**config.mk**
```make
export PLATFORM = sky130hd
export DESIGN_NAME = regfile_wb_arbiter
export DESIGN_NICKNAME = d
export VERILOG_FILES = /design/src/rtl/regfile_pkg.sv /design/src/rtl/wb_slot.sv /design/src/rtl/regfile_wb_arbiter.sv
export SDC_FILE = /design/constraint.sdc
export NUM_CORES = 1
export LEC_CHECK = 0
export ABC_CLOCK_PERIOD_IN_PS = 2000
export CORE_MARGIN = 4
export CORE_UTILIZATION = 45
export DETAILED_ROUTE_END_ITERATION = 8
export PLACE_DENSITY = 0.77
export SLEW_MARGIN = 20
export SYNTH_ARGS = -nofsm -noshare
export SYNTH_HDL_FRONTEND = slang
export SYNTH_SLANG_ARGS = --single-unit
```
**constraint.sdc**
```tcl
create_clock -name clk -period 2 [get_ports clk]
set_input_delay 0.3 -clock clk [delete_from_list [all_inputs] [get_ports clk]]
set_output_delay 0.3 -clock clk [all_outputs]
set_load 0.1 [all_outputs]
```
**src/rtl/regfile_pkg.sv**
```systemverilog
// Shared types and constants for the register-file writeback path.
package regfile_pkg;

  localparam int REG_ADDR_W = 5;
  localparam int REG_DATA_W = 32;
  localparam logic [REG_ADDR_W-1:0] ZERO_REG = 5'd0;

  typedef struct packed {
    logic [REG_ADDR_W-1:0] addr;
    logic [REG_DATA_W-1:0] data;
  } wb_req_t;

  // Register 0 is hard-wired, so it never counts as a pending write.
  function automatic logic addr_hit(input logic v,
                                    input logic [REG_ADDR_W-1:0] a,
                                    input logic [REG_ADDR_W-1:0] rd);
    return v && (a == rd) && (rd != ZERO_REG);
  endfunction

endpackage

```
**src/rtl/wb_slot.sv**
```systemverilog
// One-entry writeback holding slot with valid/ready handshake.
// Writes to register 0 complete the handshake but never load the slot.
module wb_slot
  import regfile_pkg::*;
(
  input  logic    clk,
  input  logic    rst,
  input  logic    i_valid,
  input  wb_req_t i_req,
  input  logic    i_gnt,
  output logic    o_ready,
  output logic    o_load,
  output logic    o_valid,
  output wb_req_t o_req
);

  logic    r_v;
  wb_req_t r_req;

  assign o_ready = !rst && (!r_v || i_gnt);
  assign o_load  = i_valid && o_ready && (i_req.addr != ZERO_REG);
  assign o_valid = r_v;
  assign o_req   = r_req;

  // Slot storage: load on accepted non-zero write, free on grant unless refilled.
  always_ff @(posedge clk) begin
    if (rst) begin
      r_v   <= 1'b0;
      r_req <= '0;
    end else if (o_load) begin
      r_v   <= 1'b1;
      r_req <= i_req;
    end else if (i_gnt) begin
      r_v   <= 1'b0;
    end
  end

endmodule

```
**src/rtl/regfile_wb_arbiter.sv**
```systemverilog
// Two-port writeback arbiter for the register file write port (A3/WD3/WE3).
// Round-robin between slots, oldest-first on same-address writes, registered
// write port, combinational read-address hazard flags.
// Optional macro WB_BYPASS_EN adds forwarding outputs byp_valid1/2, byp_data1/2.
module regfile_wb_arbiter
  import regfile_pkg::*;
#(
  parameter int NREQ     = 2,
  parameter int RR_RESET = 0
) (
  input  logic                  clk,
  input  logic                  rst,
  input  logic [NREQ-1:0]       req_valid,
  output logic [NREQ-1:0]       req_ready,
  input  logic [REG_ADDR_W-1:0] req_addr0,
  input  logic [REG_ADDR_W-1:0] req_addr1,
  input  logic [REG_DATA_W-1:0] req_data0,
  input  logic [REG_DATA_W-1:0] req_data1,
  output logic                  wr_en,
  output logic [REG_ADDR_W-1:0] wr_addr,
  output logic [REG_DATA_W-1:0] wr_data,
  input  logic [REG_ADDR_W-1:0] rd_addr1,
  input  logic [REG_ADDR_W-1:0] rd_addr2,
  output logic                  hazard1,
  output logic                  hazard2
`ifdef WB_BYPASS_EN
  ,
  output logic                  byp_valid1,
  output logic                  byp_valid2,
  output logic [REG_DATA_W-1:0] byp_data1,
  output logic [REG_DATA_W-1:0] byp_data2
`endif
);

  wb_req_t w_in0, w_in1, w_slot0, w_slot1, w_sel;
  logic [1:0] w_slot_v, w_load, w_gnt;
  logic       w_same, w_contest;
  logic [1:0] r_seq;  // 1 = that slot is younger than the other
  logic       r_rr;   // port favoured on the next contested grant
  logic                  r_wr_en;
  logic [REG_ADDR_W-1:0] r_wr_addr;
  logic [REG_DATA_W-1:0] r_wr_data;

  assign w_in0 = '{addr: req_addr0, data: req_data0};
  assign w_in1 = '{addr: req_addr1, data: req_data1};

  wb_slot u_slot0 (
    .clk     (clk),
    .rst     (rst),
    .i_valid (req_valid[0]),
    .i_req   (w_in0),
    .i_gnt   (w_gnt[0]),
    .o_ready (req_ready[0]),
    .o_load  (w_load[0]),
    .o_valid (w_slot_v[0]),
    .o_req   (w_slot0)
  );

  wb_slot u_slot1 (
    .clk     (clk),
    .rst     (rst),
    .i_valid (req_valid[1]),
    .i_req   (w_in1),
    .i_gnt   (w_gnt[1]),
    .o_ready (req_ready[1]),
    .o_load  (w_load[1]),
    .o_valid (w_slot_v[1]),
    .o_req   (w_slot1)
  );

  assign w_same = (w_slot0.addr == w_slot1.addr);

  // Grant: single valid slot wins; equal addresses go to the older slot; else round-robin.
  always_comb begin
    w_gnt     = '0;
    w_contest = 1'b0;
    case (w_slot_v)
      2'b01: w_gnt = 2'b01;
      2'b10: w_gnt = 2'b10;
      2'b11: begin
        if (w_same) begin
          w_gnt = r_seq[0] ? 2'b10 : 2'b01;
        end else begin
          w_contest = 1'b1;
          w_gnt     = r_rr ? 2'b10 : 2'b01;
        end
      end
      default: w_gnt = '0;
    endcase
  end

  // Age flags: the most recently loaded slot is younger; port 1 wins a same-edge tie.
  always_ff @(posedge clk) begin
    if (rst) begin
      r_seq <= '0;
    end else begin
      case (w_load)
        2'b01:   r_seq <= 2'b01;
        2'b10:   r_seq <= 2'b10;
        2'b11:   r_seq <= 2'b10;
        default: r_seq <= r_seq;
      endcase
    end
  end

  // Round-robin pointer moves to the other port only after a contested grant.
  always_ff @(posedge clk) begin
    if (rst) begin
      r_rr <= (RR_RESET != 0);
    end else if (w_contest) begin
      r_rr <= w_gnt[0];
    end
  end

  assign w_sel = w_gnt[1] ? w_slot1 : w_slot0;

  // Registered write port; address/data hold when idle.
  always_ff @(posedge clk) begin
    if (rst) begin
      r_wr_en   <= 1'b0;
      r_wr_addr <= '0;
      r_wr_data <= '0;
    end else if (|w_gnt) begin
      r_wr_en   <= 1'b1;
      r_wr_addr <= w_sel.addr;
      r_wr_data <= w_sel.data;
    end else begin
      r_wr_en   <= 1'b0;
    end
  end

  assign wr_en   = r_wr_en;
  assign wr_addr = r_wr_addr;
  assign wr_data = r_wr_data;

  assign hazard1 = addr_hit(w_slot_v[0], w_slot0.addr, rd_addr1) ||
                   addr_hit(w_slot_v[1], w_slot1.addr, rd_addr1) ||
                   addr_hit(r_wr_en, r_wr_addr, rd_addr1);
  assign hazard2 = addr_hit(w_slot_v[0], w_slot0.addr, rd_addr2) ||
                   addr_hit(w_slot_v[1], w_slot1.addr, rd_addr2) ||
                   addr_hit(r_wr_en, r_wr_addr, rd_addr2);

`ifdef WB_BYPASS_EN
  wb_req_t w_young, w_old, w_wr;
  logic    w_young_v, w_old_v;

  // Youngest matching write wins: younger slot, then older slot, then write register.
  function automatic logic [REG_DATA_W-1:0] fwd_data(
    input logic [REG_ADDR_W-1:0] rd,
    input logic yv, input wb_req_t y,
    input logic ov, input wb_req_t o,
    input logic wv, input wb_req_t w
  );
    if (addr_hit(yv, y.addr, rd)) return y.data;
    if (addr_hit(ov, o.addr, rd)) return o.data;
    if (addr_hit(wv, w.addr, rd)) return w.data;
    return '0;
  endfunction

  assign w_young   = r_seq[1] ? w_slot1 : w_slot0;
  assign w_young_v = r_seq[1] ? w_slot_v[1] : w_slot_v[0];
  assign w_old     = r_seq[1] ? w_slot0 : w_slot1;
  assign w_old_v   = r_seq[1] ? w_slot_v[0] : w_slot_v[1];
  assign w_wr      = '{addr: r_wr_addr, data: r_wr_data};

  assign byp_valid1 = hazard1;
  assign byp_valid2 = hazard2;
  assign byp_data1  = fwd_data(rd_addr1, w_young_v, w_young, w_old_v, w_old, r_wr_en, w_wr);
  assign byp_data2  = fwd_data(rd_addr2, w_young_v, w_young, w_old_v, w_old, r_wr_en, w_wr);
`endif

endmodule

```
Word level (Yosys, flattened, before mapping) --
Index checks and enable logic that the tools add are counted.
Storage, ports and cells: register bits after elaboration 116, output and inout bits 42, logic and storage cells 73
Operators by class: eq/ne operators 13, mux-type cells 13, reductions and logical operators 36
Operators by type and width (number):
- $mux W37 | 1
- $eq A5 B5 Y1 | 7
- $reduce_bool A5 Y1 | 4
- $logic_and A1 B1 Y1 | 18
- $eq A2 B2 Y1 const B | 4
- $mux W1 | 7
- $logic_or A1 B1 Y1 | 6
- $mux W2 | 3
- $pmux W2 S3 | 1
- $reduce_bool A2 Y1 | 3
- $eq A2 B1 Y1 const B | 2
- $reduce_or A2 Y1 | 2
- $logic_not A1 Y1 | 3
- $pmux W1 S2 | 1

Logic depth before layout (Yosys ltp) --
Gate-level depths: netlist (run 1).
depth after elaboration 10, mapped depth 8

Cells and area by module --
Synthesis (run 1) repeated with hierarchy kept, for this count alone.
Unflattened totals: cell total of the unflattened synthesis 645, area total of the unflattened synthesis 5771.8 um^2
Modules (own cells, without submodules):
- wb_slot | instances 2, cells an instance 180, area an instance 1696.6 um^2, seq. area each 760.7 um^2
- regfile_wb_arbiter | instances 1, cells an instance 285, area an instance 2378.5 um^2, seq. area each 800.8 um^2

Worst setup path before layout (run 1) --
No wires, ideal clock.
kind flip-flop to output port, start point register r_wr_addr[2], in the netlist wr_addr[2], end point output hazard2, data arrival time 3.049 ns, data required time 1.700 ns, slack -1.349 ns, cell stages (with the launch flop) 5, buffers on the path 0, cells stage by stage dfxtp_1 > xor2_1 > nor4_1 > a31oi_1 > a21oi_1
Between the ends: longest elaborated chain between the ends 4
RTL lines:
- start: declaration | line regfile_wb_arbiter.sv:41 | logic [REG_ADDR_W-1:0] r_wr_addr;
- start signal: assignment | line regfile_wb_arbiter.sv:125 | r_wr_addr <= w_sel.addr;
- $eq A5 B5 Y1 | line regfile_pkg.sv:17 | return v && (a == rd) && (rd != ZERO_REG);
- $logic_and A1 B1 Y1 (2 in a row) | line regfile_pkg.sv:17
- $logic_or A1 B1 Y1 | line regfile_wb_arbiter.sv:140 | addr_hit(w_slot_v[1], w_slot1.addr, rd_addr2) ||
- end: declaration | line regfile_wb_arbiter.sv:25 | output logic hazard2
Every way passes these cells.

Worst setup path after layout (run 1) --
start point register u_slot1.r_req, in the netlist u_slot1.o_req[34], end point output req_ready[1]
Between the ends: longest elaborated chain between the ends 5
RTL lines:
- start: declaration | line wb_slot.sv:18 | wb_req_t r_req;
- start signal: assignment | line wb_slot.sv:32 | r_req <= i_req;
- $eq A5 B5 Y1 | line regfile_wb_arbiter.sv:71 | assign w_same = (w_slot0.addr == w_slot1.addr);
- $mux W2 | line regfile_wb_arbiter.sv:81 | if (w_same) begin
- $pmux W2 S3 | line regfile_wb_arbiter.sv:77 | case (w_slot_v)
- $logic_or A1 B1 Y1 | line wb_slot.sv:20 | assign o_ready = !rst && (!r_v || i_gnt);
- $logic_and A1 B1 Y1 | line wb_slot.sv:20
- end: declaration | line regfile_wb_arbiter.sv:14 | output logic [NREQ-1:0] req_ready,
Every way passes these cells.

==> metrics, run 1 <==
outcome finished, violations left; failing checks negative setup slack; Worst Setup Slack, final -0.340 ns; met1 Use GR 0.344; syn_nets roughly 670; pin count of the biggest net entering global routing 39; Clock power frac 0.424; gr usage total 0.280; R2R Path Start u_slot1.o_req[34]$_SDFFE_PP0P_; Static Leakage ~3.3 nW; design area 0.00814 mm^2; crit path launch type flop; Cells after DPL about 850; # IOs 130; sw frac 0.301; Syn Area/Cell approximately 8.9 um^2; final hold viol count 0; die height between 100 and 150 um; non-filler cells, final 915; WL final 20500 um; commonest cells after routing, fill and taps aside dfxtp_1, buf_4, clkdlybuf4s50_1; Post-synth top flop dfxtp_1; crit path DAT 2.04 ns; layout net count between 800 and 900; CTS root buffer clkbuf_16; met2 GRT Util 0.456; layout cells sized above 1 0.287; Design Power 6.93 mW; area leader, netlist dfxtp_1; Area Growth Syn to Fin 56.9%; port buffer count between 100 and 150; TritonCTS clock tree yes; sequential share of power 0.368; placed instance area between 0.006 and 0.007 mm^2; die area 0.0133 mm^2; die width approximately 120 um; part of the cycle the worst path needs 1.17; Post-route DRC 0; GR Util met3 0.0689; Clock Latency Late Sink between 0.4 and 0.5 ns; hold buffer count at CTS 0; H-tree levels 4; peak supply drop 0.540 mV; Synth Register Bits 116; worst slack, placed -0.341 ns; Crit Path Max Fanout 4; Mapped Area roughly 0.0052 mm^2; starting density of the core 0.468; f_max 427 MHz; busiest grt layer met2; synthesized instance count a little under 600; initial antenna violation count 0; Post-synth EDFFs 0; critical path class reg2out; min Tclk post-route roughly 2.3 ns; Area contributors post-synth dfxtp_1, a21oi_1, nand3_1; clock buffer depth 2; CTS sink count roughly 120; Final Wtd Congestion 0.920; slew margin rel. 0.507; synth warn 0; routed via count divided by cell count between 6 and 7; CTS Buf Count 17; max_cap viols 0; DR WL/cell 22.4 um; overflow left after global routing 0; Async SR Flop Fraction 0; CP required roughly 1.7 ns; total core area ~0.011 mm^2; clock skew around 0.011 ns; switching pwr 2.09 mW; internal power 4.84 mW; drt pass-1 iters 7; crit end category output port; Worst-Margin Slew 0.735 ns; RSZ-0062 raised after global routing true; setup violators final 112; initial DRC count 743; clock-pin slew of the registers on the worst-case setup and hold paths around 0.060 ns; fin. max-slew vios 0; worst hold-check path type in2reg; CP startpoint u_slot1.o_req[34]$_SDFFE_PP0P_; combinational share of power 0.208; Yosys top cell area share 0.448; Antenna Violating Nets Remaining 0; hpwl dp between 10000 and 15000 um; PD cells approximately 850 mW/mm^2; Hold Path Origin rst; Seq/Total Area, Yosys 0.448; commonest non-fill, non-tap cell in the layout dfxtp_1; Vias a little under 6000; vias in the first global route between 5000 and 6000; FP Rows 38; synth unique cells 47; first-pass GRT wire length a little under 30000 um
[cells in the mapped netlist (all sizes together) (2+ instances only)]
master / n
dfxtp: 116
a21oi: 80
nand3: 75
o21ai: 75
and2: 34
clkbuf: 34
a221o: 33
xor2: 26
buf: 23
nor2: 14
xnor2: 10
nor4: 6
a31oi: 4
and3: 4
mux2i: 4
nand2: 4
nand4: 4
nor2b: 4
nor3: 4
or4: 4
a211oi: 3
or2: 3
a21o: 2
a22o: 2
mux2: 2
nand3b: 2
o221a: 2
o2bb2ai: 2
[worst paths after layout]
check / slack (ns) / cells after the start / endpoint
worst max-delay path: -0.34 / 7 / req_ready[1]
worst min register to register: 0.47 / 1 / wr_data[1]$_SDFFE_PP0P_
worst max register to register: -0.30 / 11 / wr_data[17]$_SDFFE_PP0P_
worst min-delay path: 0.40 / 3 / wr_en$_SDFF_PP0_
[layer usage]
layer,vias to the layer above,wire (um)
met5,-,0
met4,0,1030
met3,97,2100
met2,442,9940
met1,2759,7430
li1,2508,-
[repair_timing]
action	CTS	global route
resized for setup	42	34
setup buffers	11	11
setup endpoints to repair	90	111
pin swaps	11	11
gates cloned	6	4
[critical path, cell delays in order, from the launching register on]
cell and delay, ns:
dfxtp_4 0.37, xor2_4 0.18, nor3_4 0.21, buf_12 0.14, a21boi_2 0.06, or3_4 0.34, nor2b_4 0.15, buf_12 0.18
[cells by family after synthesis]
logic type             after synthesis  synth area share
AO/OA/AOI/OAI                      208             0.247
AND/OR/NAND/NOR                    160             0.174
flip-flops                         116             0.448
buffers and inverters               58            0.0574
XOR/XNOR                            36            0.0608
multiplexers                         6            0.0135
[metrics by stage]
| step | util | TNS (ns) | hold slack (ns) |
|---|---|---|---|
| after floorplan | - | -0.0644 | 0.448 |
| after CTS | 0.708 | -4.89 | 0.367 |
| after global routing | 0.734 | -24.94 | 0.425 |
| after global placement | 0.623 | -15.45 | 0.454 |
| final | 0.735 | -18.28 | 0.398 |
| after detailed placement | 0.623 | -19.40 | 0.460 |
[state kept, by name, summed over array words and instances, names as in the netlist, 5 cells and up]
| signal | cells |
|---|---|
| wr_data | 32 |
| u_slot0.o_req | 37 |
| u_slot1.o_req | 37 |
| wr_addr | 5 |
[power groups by stage]
stage	logic, mW	clock network (mW)	registers, mW
floorplan	0.492	0	2.80
CTS	1.33	2.90	2.53
global placement	1.20	0	2.57
detailed placement	1.23	0	2.57
global route	1.50	3.03	2.56
finish	1.44	2.94	2.55
[final cells by class]
| type | count | area, um^2 |
|---|---|---|
| antenna | 1 | 2.50 |
| multi-input combinational | 412 | 2860 |
| clock buffer | 19 | 453 |
| inverter | 1 | 3.75 |
| timing repair buffer | 213 | 2160 |
| tap | 140 | 175 |
| fill | 736 | 2940 |
| clock inverter | 13 | 120 |
| sequential | 116 | 2360 |
No activity file was read; power rests on OpenSTA's default activity.
==> inputs of run 2 (changes only) <==
ABC_CLOCK_PERIOD_IN_PS = 2900   (was 2000)
CORE_UTILIZATION = 50   (was 45)
GPL_ROUTABILITY_DRIVEN = 0   (was not set)
PLACE_DENSITY = 0.89   (was 0.77)
clock period = 2.9 ns   (was 2 ns; I/O delays follow)
==> metrics, run 2 (same netlist as run 1, synthesis figures left out) <==
RSZ-0062 raised after global routing false; fin. max-slew vios 0 (unchanged); number of fill cells 705 (-4.2%); sequential share of power 0.371 (+0.003); gr usage total 0.286 (+0.00579); TritonCTS clock tree yes; initial antenna violation count 0 (unchanged); die height 110 um (-4.8%); overflow left after global routing 0 (unchanged); Worst-Margin Slew 0.971 ns (+0.236 ns); slew margin rel. 0.339 (-0.169); commonest non-fill, non-tap cell in the layout dfxtp_1; switching pwr 1.28 mW (-39%); Clock Latency Late Sink 0.51 ns (+0.09 ns); part of the cycle the worst path needs 0.978; drt pass-1 iters 6 (-1); clock skew 0.00922 ns (-0.00151 ns); CP required 2.47 ns (+0.77 ns); die area 0.0121 mm^2 (-9.3%); layout cells sized above 1 0.182 (-0.105); routed via count divided by cell count 6.30 (-0.74%); CTS sink count 116 (unchanged); setup violators final 0 (-100%); crit path DAT 2.40 ns (+0.36 ns); hpwl dp 10600 um (-6.6%); clock-pin slew of the registers on the worst-case setup and hold paths 0.06 ns (about the same); Antenna Violating Nets Remaining 0 (unchanged); Vias 5303 (-8.7%); clock buffer depth 2 (unchanged); Met1 Wirelength 6750 um (-9.3%); crit path launch type flop; met2 routed WL 8640 um (-13%); internal power 3.48 mW (-28%); DR WL/cell 20.7 um (-7.7%); f_max around 350 MHz; Clock power frac 0.459 (+0.035); sw frac 0.269 (-0.0319); Final Util 0.725 (-0.00947); commonest cells after routing, fill and taps aside dfxtp_1, clkdlybuf4s50_1, a21oi_1; max_cap viols 0 (unchanged); CTS Buf Count 17 (unchanged); Crit Path Max Fanout 5 (+1); starting density of the core 0.521 (+0.0529); first-pass GRT wire length 26800 um (-7.2%); critical path class reg2out; TNS Setup 0 ns (+18.28 ns); port buffer count 129 (unchanged); design area 0.00722 mm^2 (-11%); layout net count 785 (-7.5%); pin count of the biggest net entering global routing 42 (+7.7%); Top Layer Used met4; placed instance area 0.00650 mm^2 (-5.9%); outcome complete, no violations; crit end category output port; die width 110 um (-4.8%); Post-route DRC 0 (unchanged); combinational share of power 0.170 (-0.038); routed wl met3 1400 um (-33%); Static Leakage 2.83 nW (-13%); peak supply drop 0.412 mV (-24%); CTS root buffer clkbuf_8; WL final 17400 um (-15%); Area Growth Syn to Fin 39.1%; vias in the first global route 5283 (-4.4%); initial DRC count 554 (-25%); FP Rows 36 (-5.3%); worst hold-check path type in2reg; PD cells 659 mW/mm^2 (-23%); H-tree levels 4 (unchanged); min Tclk post-route 2.84 ns; Antenna Cells 0 (-1); total core area 0.00995 mm^2 (-10%); # IOs 130 (unchanged); final hold viol count 0 (unchanged)
==> run 2: changes by cell type in the layout (fill, tap and decap cells not counted), moves of 4 or more <==
cell       delta
buf_4        -32
buf_6        -15
a21oi_1       +9
a21oi_2       -8
buf_12        -8
dfxtp_4       -8
dfxtp_1       +7
clkbuf_16     -4
inv_6         -4
mux2_4        -4
==> run 2: per-layer routing <==
layer	global-route usage	vias to the layer above
li1	-	2354
met1	0.340	2523
met2	0.482	358
met3	0.0669	68
met4	0.140	0
met5	0	-
==> run 2: repair_timing <==
item                       4_1_cts  5_1_grt
resized for setup                9        9
pin swaps                        1        1
setup buffers                    3        2
setup endpoints to repair        2        1
hold buffers                     0        0
==> run 2: through the flow <==
step / hold WS (ns) / worst slack (ns) / power (mW) / std cells
detailed placement: 0.462 / 0.186 / 2.55 / 806
floorplan: 0.448 / 0.0148 / 2.26 / 584
finish: 0.276 / 0.0634 / 4.76 / 842
global route: 0.268 / 0.00456 / 4.88 / 842
global placement: 0.453 / 0.299 / 2.52 / 806
CTS: 0.263 / 0.00298 / 4.73 / 840
==> run 2: worst max-delay path: stages, from the launching register on <==
cell and delay (ns):
dfxtp_2 0.44, xor2_2 0.21, nor3_4 0.08, buf_4 0.14, and3_1 0.22, or3_4 0.43, nor2b_2 0.19, buf_12 0.17
==> run 2: worst paths after layout <==
| kind | start | endpoint | slack [ns] | cells after the start |
|---|---|---|---|---|
| worst max-delay path | u_slot0.o_req[35]$_SDFFE_PP0P_ | req_ready[1] | 0.06 | 7 |
| worst min-delay path | rst | wr_en$_SDFF_PP0_ | 0.28 | 2 |
| worst max register to register | u_slot1.o_req[34]$_SDFFE_PP0P_ | u_slot1.o_req[35]$_SDFFE_PP0P_ | 0.28 | 7 |
| worst min register to register | u_slot0.o_req[1]$_SDFFE_PP0P_ | wr_data[1]$_SDFFE_PP0P_ | 0.47 | 1 |
==> run 2: power groups by stage <==
stage | logic (mW) | clock network, mW | registers, mW
after floorplan | 0.331 | 0 | 1.93
after global placement | 0.739 | 0 | 1.78
after detailed placement | 0.758 | 0 | 1.79
after CTS | 0.788 | 2.18 | 1.76
after global routing | 0.849 | 2.26 | 1.78
final | 0.808 | 2.18 | 1.77
==> run 2: cell type report <==
cell class | instances | area, um^2 | share of cell area
well taps | 133 | 166 | 0.0231
clock inverters | 9 | 150 | 0.0208
clock buffers | 22 | 473 | 0.0655
flip-flops and latches | 116 | 2330 | 0.323
repair buffers | 151 | 1420 | 0.197
multi-input cells | 410 | 2670 | 0.370
inverters | 1 | 3.75 | 0.000520
